<file path="src/rtl/csr_file.sv">
// csr_file: architectural CSR storage with registered reads, atomic
// 48-bit counter reads via HI shadows, write-first bypass and illegal flag.
module csr_file #(
    parameter int unsigned P_IDX_W       = 12,
    parameter logic [23:0] P_ID_VAL      = 24'h0A4B01,
    parameter logic [23:0] P_STATUS_MASK = 24'h0000FF
) (
    input  logic               iw_clk,
    input  logic               iw_rst,
    input  logic               iw_rd_en,
    input  logic [P_IDX_W-1:0] iw_rd_idx,
    input  logic               iw_stall,
    output logic [23:0]        ow_rd_data,
    output logic               ow_rd_valid,
    input  logic               iw_wr_en,
    input  logic [P_IDX_W-1:0] iw_wr_idx,
    input  logic [23:0]        iw_wr_data,
    input  logic               iw_retire,
    output logic               ow_illegal,
    output logic [23:0]        ow_status
);

    localparam int unsigned DW = 24;
    localparam int unsigned CW = 48;

    localparam logic [P_IDX_W-1:0] IDX_STATUS   = P_IDX_W'(12'h000);
    localparam logic [P_IDX_W-1:0] IDX_SCRATCH0 = P_IDX_W'(12'h001);
    localparam logic [P_IDX_W-1:0] IDX_SCRATCH1 = P_IDX_W'(12'h002);
    localparam logic [P_IDX_W-1:0] IDX_CYC_LO   = P_IDX_W'(12'h010);
    localparam logic [P_IDX_W-1:0] IDX_CYC_HI   = P_IDX_W'(12'h011);
    localparam logic [P_IDX_W-1:0] IDX_INST_LO  = P_IDX_W'(12'h012);
    localparam logic [P_IDX_W-1:0] IDX_INST_HI  = P_IDX_W'(12'h013);
    localparam logic [P_IDX_W-1:0] IDX_ID       = P_IDX_W'(12'h0F0);

    logic [DW-1:0] status_q,   status_d;
    logic [DW-1:0] scratch0_q, scratch0_d;
    logic [DW-1:0] scratch1_q, scratch1_d;
    logic [CW-1:0] cycle_q,    cycle_d;
    logic [CW-1:0] instret_q,  instret_d;
    logic [DW-1:0] cyc_hi_q,   cyc_hi_d;
    logic [DW-1:0] inst_hi_q,  inst_hi_d;
    logic [DW-1:0] rd_data_q,  rd_data_d;
    logic          rd_valid_q, rd_valid_d;
    logic          illegal_q,  illegal_d;

    logic          wr_rw;
    logic [DW-1:0] wr_val;
    logic          wr_do;
    logic          rd_fire;
    logic          rd_mapped;
    logic [DW-1:0] rd_raw;
    logic [DW-1:0] rd_next;

    // Decode the write index: only RW CSRs accept data, STATUS is masked
    always_comb begin
        wr_rw  = 1'b0;
        wr_val = iw_wr_data;
        case (iw_wr_idx)
            IDX_STATUS: begin
                wr_rw  = 1'b1;
                wr_val = iw_wr_data & P_STATUS_MASK;
            end
            IDX_SCRATCH0, IDX_SCRATCH1: wr_rw = 1'b1;
            default: wr_rw = 1'b0;
        endcase
    end

    // Read mux over current CSR state; unmapped indices read as zero
    always_comb begin
        rd_mapped = 1'b1;
        rd_raw    = '0;
        case (iw_rd_idx)
            IDX_STATUS:   rd_raw = status_q;
            IDX_SCRATCH0: rd_raw = scratch0_q;
            IDX_SCRATCH1: rd_raw = scratch1_q;
            IDX_CYC_LO:   rd_raw = cycle_q[DW-1:0];
            IDX_CYC_HI:   rd_raw = cyc_hi_q;
            IDX_INST_LO:  rd_raw = instret_q[DW-1:0];
            IDX_INST_HI:  rd_raw = inst_hi_q;
            IDX_ID:       rd_raw = P_ID_VAL;
            default:      rd_mapped = 1'b0;
        endcase
    end

    // Next-state: writes, counters, shadows, read response and illegal flag
    always_comb begin
        status_d   = status_q;
        scratch0_d = scratch0_q;
        scratch1_d = scratch1_q;
        cyc_hi_d   = cyc_hi_q;
        inst_hi_d  = inst_hi_q;
        rd_data_d  = rd_data_q;
        rd_valid_d = rd_valid_q;

        wr_do   = iw_wr_en & wr_rw;
        rd_fire = iw_rd_en & ~iw_stall;
        rd_next = (wr_do && (iw_wr_idx == iw_rd_idx)) ? wr_val : rd_raw;

        cycle_d   = cycle_q + CW'(1);
        instret_d = instret_q + CW'(iw_retire);

        if (wr_do) begin
            case (iw_wr_idx)
                IDX_STATUS:   status_d   = wr_val;
                IDX_SCRATCH0: scratch0_d = wr_val;
                IDX_SCRATCH1: scratch1_d = wr_val;
                default:      status_d   = status_q;
            endcase
        end

        if (rd_fire) begin
            rd_data_d = rd_next;
            if (iw_rd_idx == IDX_CYC_LO)  cyc_hi_d  = cycle_q[CW-1:DW];
            if (iw_rd_idx == IDX_INST_LO) inst_hi_d = instret_q[CW-1:DW];
        end

        if (!iw_stall) rd_valid_d = iw_rd_en;

        illegal_d = (iw_wr_en & ~wr_rw) | (rd_fire & ~rd_mapped);
    end

    // State registers with synchronous active-high reset
    always_ff @(posedge iw_clk) begin
        if (iw_rst) begin
            status_q   <= '0;
            scratch0_q <= '0;
            scratch1_q <= '0;
            cycle_q    <= '0;
            instret_q  <= '0;
            cyc_hi_q   <= '0;
            inst_hi_q  <= '0;
            rd_data_q  <= '0;
            rd_valid_q <= 1'b0;
            illegal_q  <= 1'b0;
        end else begin
            status_q   <= status_d;
            scratch0_q <= scratch0_d;
            scratch1_q <= scratch1_d;
            cycle_q    <= cycle_d;
            instret_q  <= instret_d;
            cyc_hi_q   <= cyc_hi_d;
            inst_hi_q  <= inst_hi_d;
            rd_data_q  <= rd_data_d;
            rd_valid_q <= rd_valid_d;
            illegal_q  <= illegal_d;
        end
    end

    assign ow_rd_data  = rd_data_q;
    assign ow_rd_valid = rd_valid_q;
    assign ow_illegal  = illegal_q;
    assign ow_status   = status_q;

endmodule

</file>
<file path="config.mk">
export PLATFORM = sky130hd
export DESIGN_NAME = csr_file
export DESIGN_NICKNAME = d
export VERILOG_FILES = /design/src/rtl/csr_file.sv
export SDC_FILE = /design/constraint.sdc
export NUM_CORES = 1
export LEC_CHECK = 0
export CAP_MARGIN = 20
export CELL_PAD_IN_SITES_DETAIL_PLACEMENT = 1
export CELL_PAD_IN_SITES_GLOBAL_PLACEMENT = 1
export CORE_UTILIZATION = 45
export CTS_BUF_LIST = sky130_fd_sc_hd__clkbuf_4 sky130_fd_sc_hd__clkbuf_8
export CTS_CLUSTER_DIAMETER = 30
export DETAILED_ROUTE_END_ITERATION = 10
export PLACE_DENSITY = 0.87
export SKIP_LAST_GASP = 1
export SLEW_MARGIN = 15
export SYNTH_ARGS = -nofsm -noshare
export SYNTH_HDL_FRONTEND = slang
export SYNTH_SLANG_ARGS = --single-unit
</file>
<file path="constraint.sdc">
create_clock -name iw_clk -period 2.9 [get_ports iw_clk]
set_input_delay 0.58 -clock iw_clk [delete_from_list [all_inputs] [get_ports iw_clk]]
set_output_delay 0.58 -clock iw_clk [all_outputs]
set_load 0.005 [all_outputs]
</file>
**Word level (Yosys, flattened, before mapping)**

Index checks and enable logic that the tools add are counted.

- Latch bits: 0
- Memory bits (read-only): 0
- Input bits: 54
- Flip-flop bits (word level): 242
- Memories kept: 0
- Memory bits (writable): 0
- Output and inout bits: 50
- Logic and storage cells: 45

- Magnitude comparators: 0
- Shift-type cells: 0
- Eq/ne operators: 10
- $add $sub $neg: 2
- Bitwise logic cells: 8
- Divide/modulo/power cells: 0
- Multiplexer cells: 5
- Multiply operators: 0
- Reduce and logical (&&, ||, !) cells: 10

Operators by type and width:

| operator | number |
|---|---|
| 24-bit one-hot mux with 8 select lines | 1 |
| 48-bit by 1-bit adder with 48-bit output | 1 |
| 48-bit by 1-bit adder with 48-bit output (second input constant) | 1 |
| 12-bit by 5-bit == test with 1-bit output (second input constant) | 4 |
| 24-bit two-way mux | 2 |
| 12-bit by 1-bit == test with 1-bit output (second input constant) | 2 |
| 12-bit by 2-bit == test with 1-bit output (second input constant) | 2 |
| 12-bit zero test | 2 |
| 12-bit == test | 1 |
| 12-bit by 8-bit == test with 1-bit output (second input constant) | 1 |
| 2-bit AND reduction | 5 |
| 8-bit OR reduction | 1 |
| 1-bit bitwise AND | 4 |
| 1-bit NOT | 3 |
| 3-bit OR reduction | 1 |
| 1-bit two-way mux | 2 |
| 1-bit logical AND | 1 |
| 1-bit OR | 1 |

**Logic depth before layout (Yosys ltp)**

- Word-level depth: 6
- Gate-level depth with buffers: 10
- Gate-level depth less buffers: 8

**Worst setup path after synthesis**

OpenSTA, ideal clock, no wires.

- Kind: in2reg
- Start: in iw_rd_idx[9]
- End: reg inst_hi_q[13]
- Setup slack: 591 ps
- Arrival time: 2,176 ps
- Library setup time: 132 ps
- Data required time: 2,768 ps
- Cell stages on the path: 7
- Path through: or4_1 > buf_6 > or4_1 > clkbuf_1 > buf_2 > nand2_1 > a21oi_1

- Longest elaborated chain between the ends: 2

Ends and longest elaborated chain:

| element | RTL line | source |
|---|---|---|
| start: declaration | 11 | `input logic [P_IDX_W-1:0] iw_rd_idx,` |
| 12-bit by 5-bit == test with 1-bit output | 114 | `if (iw_rd_idx == IDX_INST_LO) inst_hi_d = instret_q[CW-1:DW];` |
| 2-bit AND reduction (no line) | -- |  |
| end signal: assignment | 142 | `inst_hi_q <= inst_hi_d;` |
| end: declaration | 41 | `logic [DW-1:0] inst_hi_q, inst_hi_d;` |

Every way passes these cells.
A chain may end at the register's enable or synchronous reset.

**Worst setup path in the final report**

- Start: in iw_rd_idx[0]
- End: reg rd_data_q[1], in the netlist ow_rd_data[1]

- Longest elaborated chain between the ends: 3
- Elaborated cells between the ends (all ways): 12
- Those cells by class: eq/ne (8); mux (2); reduce/logical (2)

Ends and longest elaborated chain:

| element | RTL line | source |
|---|---|---|
| 12-bit by 8-bit == test with 1-bit output (tied with other cells) | 72 | `case (iw_rd_idx)` |
| 24-bit one-hot mux with 8 select lines or 1-bit logical AND (tied branches) | 72, 97 |  |
| 24-bit two-way mux (*) | 97 | `rd_next = (wr_do && (iw_wr_idx == iw_rd_idx)) ? wr_val : rd_raw;` |
| end signal: assignment | 143 | `rd_data_q <= rd_data_d;` |
| end: declaration | 42 | `logic [DW-1:0] rd_data_q, rd_data_d;` |

Mark *: on every way between the ends. The rest lies on a longest branch, timed or not.

==> impl_metrics.ini <==
[logic_synthesis]
synthFlopType = dfxtp_1
synth.most_common_cell = nand2_1
synth_edf_count = 0
synth_top_family_by_area = simple AND/OR/NAND/NOR gates
synth_mux_area_frac = 0.0562
yosys.area_share.simple = 0.264
synth_largest_area_cell = dfxtp_1
synth_fa_ha_area_frac = 0.00338
synth-compound-area-share = 0.131
synth-seq-cells = 242
synth_area_um2 = 11100
synthXorXnorAreaFrac = 0.0655
synth_cells = 1334
yosys-top-cells-area = dfxtp_1 44%, nand2_1 8.3%, a21oi_1 6.1%
syn-num-nets = 1391
yosys-top-cells-count = 244 x nand2_1, 242 x dfxtp_1, 136 x a21oi_1
synth_top_cell_area_share = 0.437
yosysWarnings = 0
synthArstFlopShare = 0
yosysSeqAreaShare = 0.437
synth.distinct_cells = 67
syn_avg_cell_area_um2 = 8.31

[min_path]
hold_path_class = primary input to register

[route]
wl_met1_um = 16800
ant_nets = 0
via_per_inst = 5.99
drc = 0
totalWireLength_um = 41600
dr.max_layer_used = met4
dr.pass1.iters = 5
wl_per_cell_um = 22.5
drt_iter0_drc = 833
met2_length_um = 20100
met3_length_um = 3000
vias = 11100

[setup_path]
start_kind = primary input
critical_path_class = primary input to register
crit_fanout = 8
crit_required_ps = 3370
endpoint_kind = register
cp_data_arrival_time_ps = 3040

[clock_network]
path_clk_slew_ps = 60
h-tree-depth = 2
clock_latency_ps = 600
clk_path_buf_depth = 3
cts_buffers = 53
cts-root-buf = clkbuf_8
cts.sinks = 242
cts_tree = done
cts_setup_buffers = 0
cts_resized = 0
cts_hold_buf = 0

[timing]
finalHoldViolCount = 0
worst_pin_slew_ps = 1110
period_minus_slack_ps = 2570
rsz0062_at_grt = false
fmax_ghz = 0.389
finClkSkew_ps = 31.5
fin_crit_sh = 0.886
maxSlewViolCount = 0
setup_violations = 0
slew_headroom = 0.257

[die]
initial_core_util = 0.457
ios = 104
core_um2 = 24200
die_w_um = 159
row_count = 57
die_area_um2 = 25300
die_h_um = 159

[power_and_ir_drop]
powerDensity_nw_per_um2 = 577
p_sw_mw = 1.94
seq_power_share = 0.414
leakagePower_nw = 4.90
ir_worst_vdd_v = 0.000404
p_total_mw = 8.12
intPower_mw = 6.18
switching_share = 0.239
power.share.clock = 0.536
p_comb_frac = 0.050

[placed_design]
place_congestion = 0.956
portBuffers = 103
post-dp-hpwl_um = 27900
place_area_um2 = 12800

[global_routing]
grt_overflow = 0
grt_pass1_vias = 11900
grt_pass1_wl_um = 65400
antenna_found_initial = 0
track_usage = 0.326
grt_max_degree = 75

[layout]
fillers = 2825
design_area_um2 = 14100
final_layout_size_suffix_gt1_frac = 0.137
area_growth_pct = 26.9
diodes = 0
fin_nets = 1541

[run]
drv_cap = 0

[outcome]
outcome = complete, no violations
## sequential cells by signal, indices dropped and copies added, names as in the netlist
| name | cells |
|---|---|
| cyc_hi_q | 24 |
| instret_q | 48 |
| cycle_q | 48 |
| ow_rd_data | 24 |
| scratch0_q | 24 |
| inst_hi_q | 24 |
| ow_status | 24 |
| ow_rd_valid | 1 |
| ow_illegal | 1 |
| scratch1_q | 24 |
## kinds of logic (layout without fill, tap and decap cells)
| logic type | after synthesis | in the layout |
|---|---|---|
| muxes | 53 | 53 |
| xor gates and xnor gates | 83 | 83 |
| and+or+nand+nor | 605 | 605 |
| AOI/OAI and AO/OA | 245 | 245 |
| DFF | 242 | 242 |
| buffers and inverters | 103 | 294 |
| adders and majority gates | 3 | 3 |
## power groups by stage
stage          sequential [mW]  combinational (mW)  clock, mW
2_1_floorplan             3.43               0.173          0
3_3_place_gp              3.43               0.376          0
3_5_place_dp              3.43               0.388          0
4_1_cts                   3.36               0.398       4.37
5_1_grt                   3.36               0.423       4.55
6_report                  3.36               0.407       4.35
## layout by cell type (no fill, tap or decap), drive strengths merged, types with 39 or more instances in the layout
master | synthesis | final
nor2 | 122 | 122
o21ai | 41 | 41
nand3 | 61 | 61
clkbuf | 49 | 70
mux2i | 45 | 45
dfxtp | 242 | 242
xnor2 | 39 | 39
nand2 | 244 | 244
a21oi | 136 | 136
xor2 | 44 | 44
buf | 35 | 78
clkdlybuf4s50 | 0 | 101
## per-stage QoR
step,setup TNS [ps],cells,setup slack (ps),util,hold slack [ps]
finish,0,1849,330,0.581,451
global route,0,1849,227,0.581,469
CTS,0,1849,367,0.581,453
detailed placement,-5250,1753,-241,0.530,446
global placement,-76.8,1753,-47.7,0.530,438
floorplan,0,1334,591,-,429
## final timing paths
kind | slack (ps) | start | depth (start not counted) | end
max | 330 | iw_rd_idx[0] | 9 | ow_rd_data[1]
min | 450 | iw_rst | 2 | scratch1_q[11]
max reg2reg | 490 | cycle_q[23] | 7 | cycle_q[43]
min reg2reg | 450 | inst_hi_q[5] | 2 | inst_hi_q[5]
## layer usage
layer	track usage	up-vias
li1	-	4967
met2	0.555	494
met5	0	-
met4	0.154	0
met3	0.0685	145
met1	0.392	5465
## final cells by class
| type | instances | area (µm²) | share of cell area |
|---|---|---|---|
| Clock buffer | 70 | 895 | 0.0635 |
| Clock inverter | 26 | 337 | 0.0239 |
| Inverter | 19 | 71.3 | 0.00507 |
| Multi-Input combinational cell | 989 | 5780 | 0.410 |
| Sequential cell | 242 | 4840 | 0.344 |
| Tap cell | 324 | 405 | 0.0288 |
| Timing Repair Buffer | 179 | 1750 | 0.124 |
## critical path, cell delays in order
cell and delay [ps]:
clkdlybuf4s50_1 550, buf_4 260, nand4bb_1 280, nor2_1 100
a2111oi_0 460, buf_4 200, o21ai_0 100, a221oi_1 420
nor3_1 100
Power figures use the tool's default switching activity.
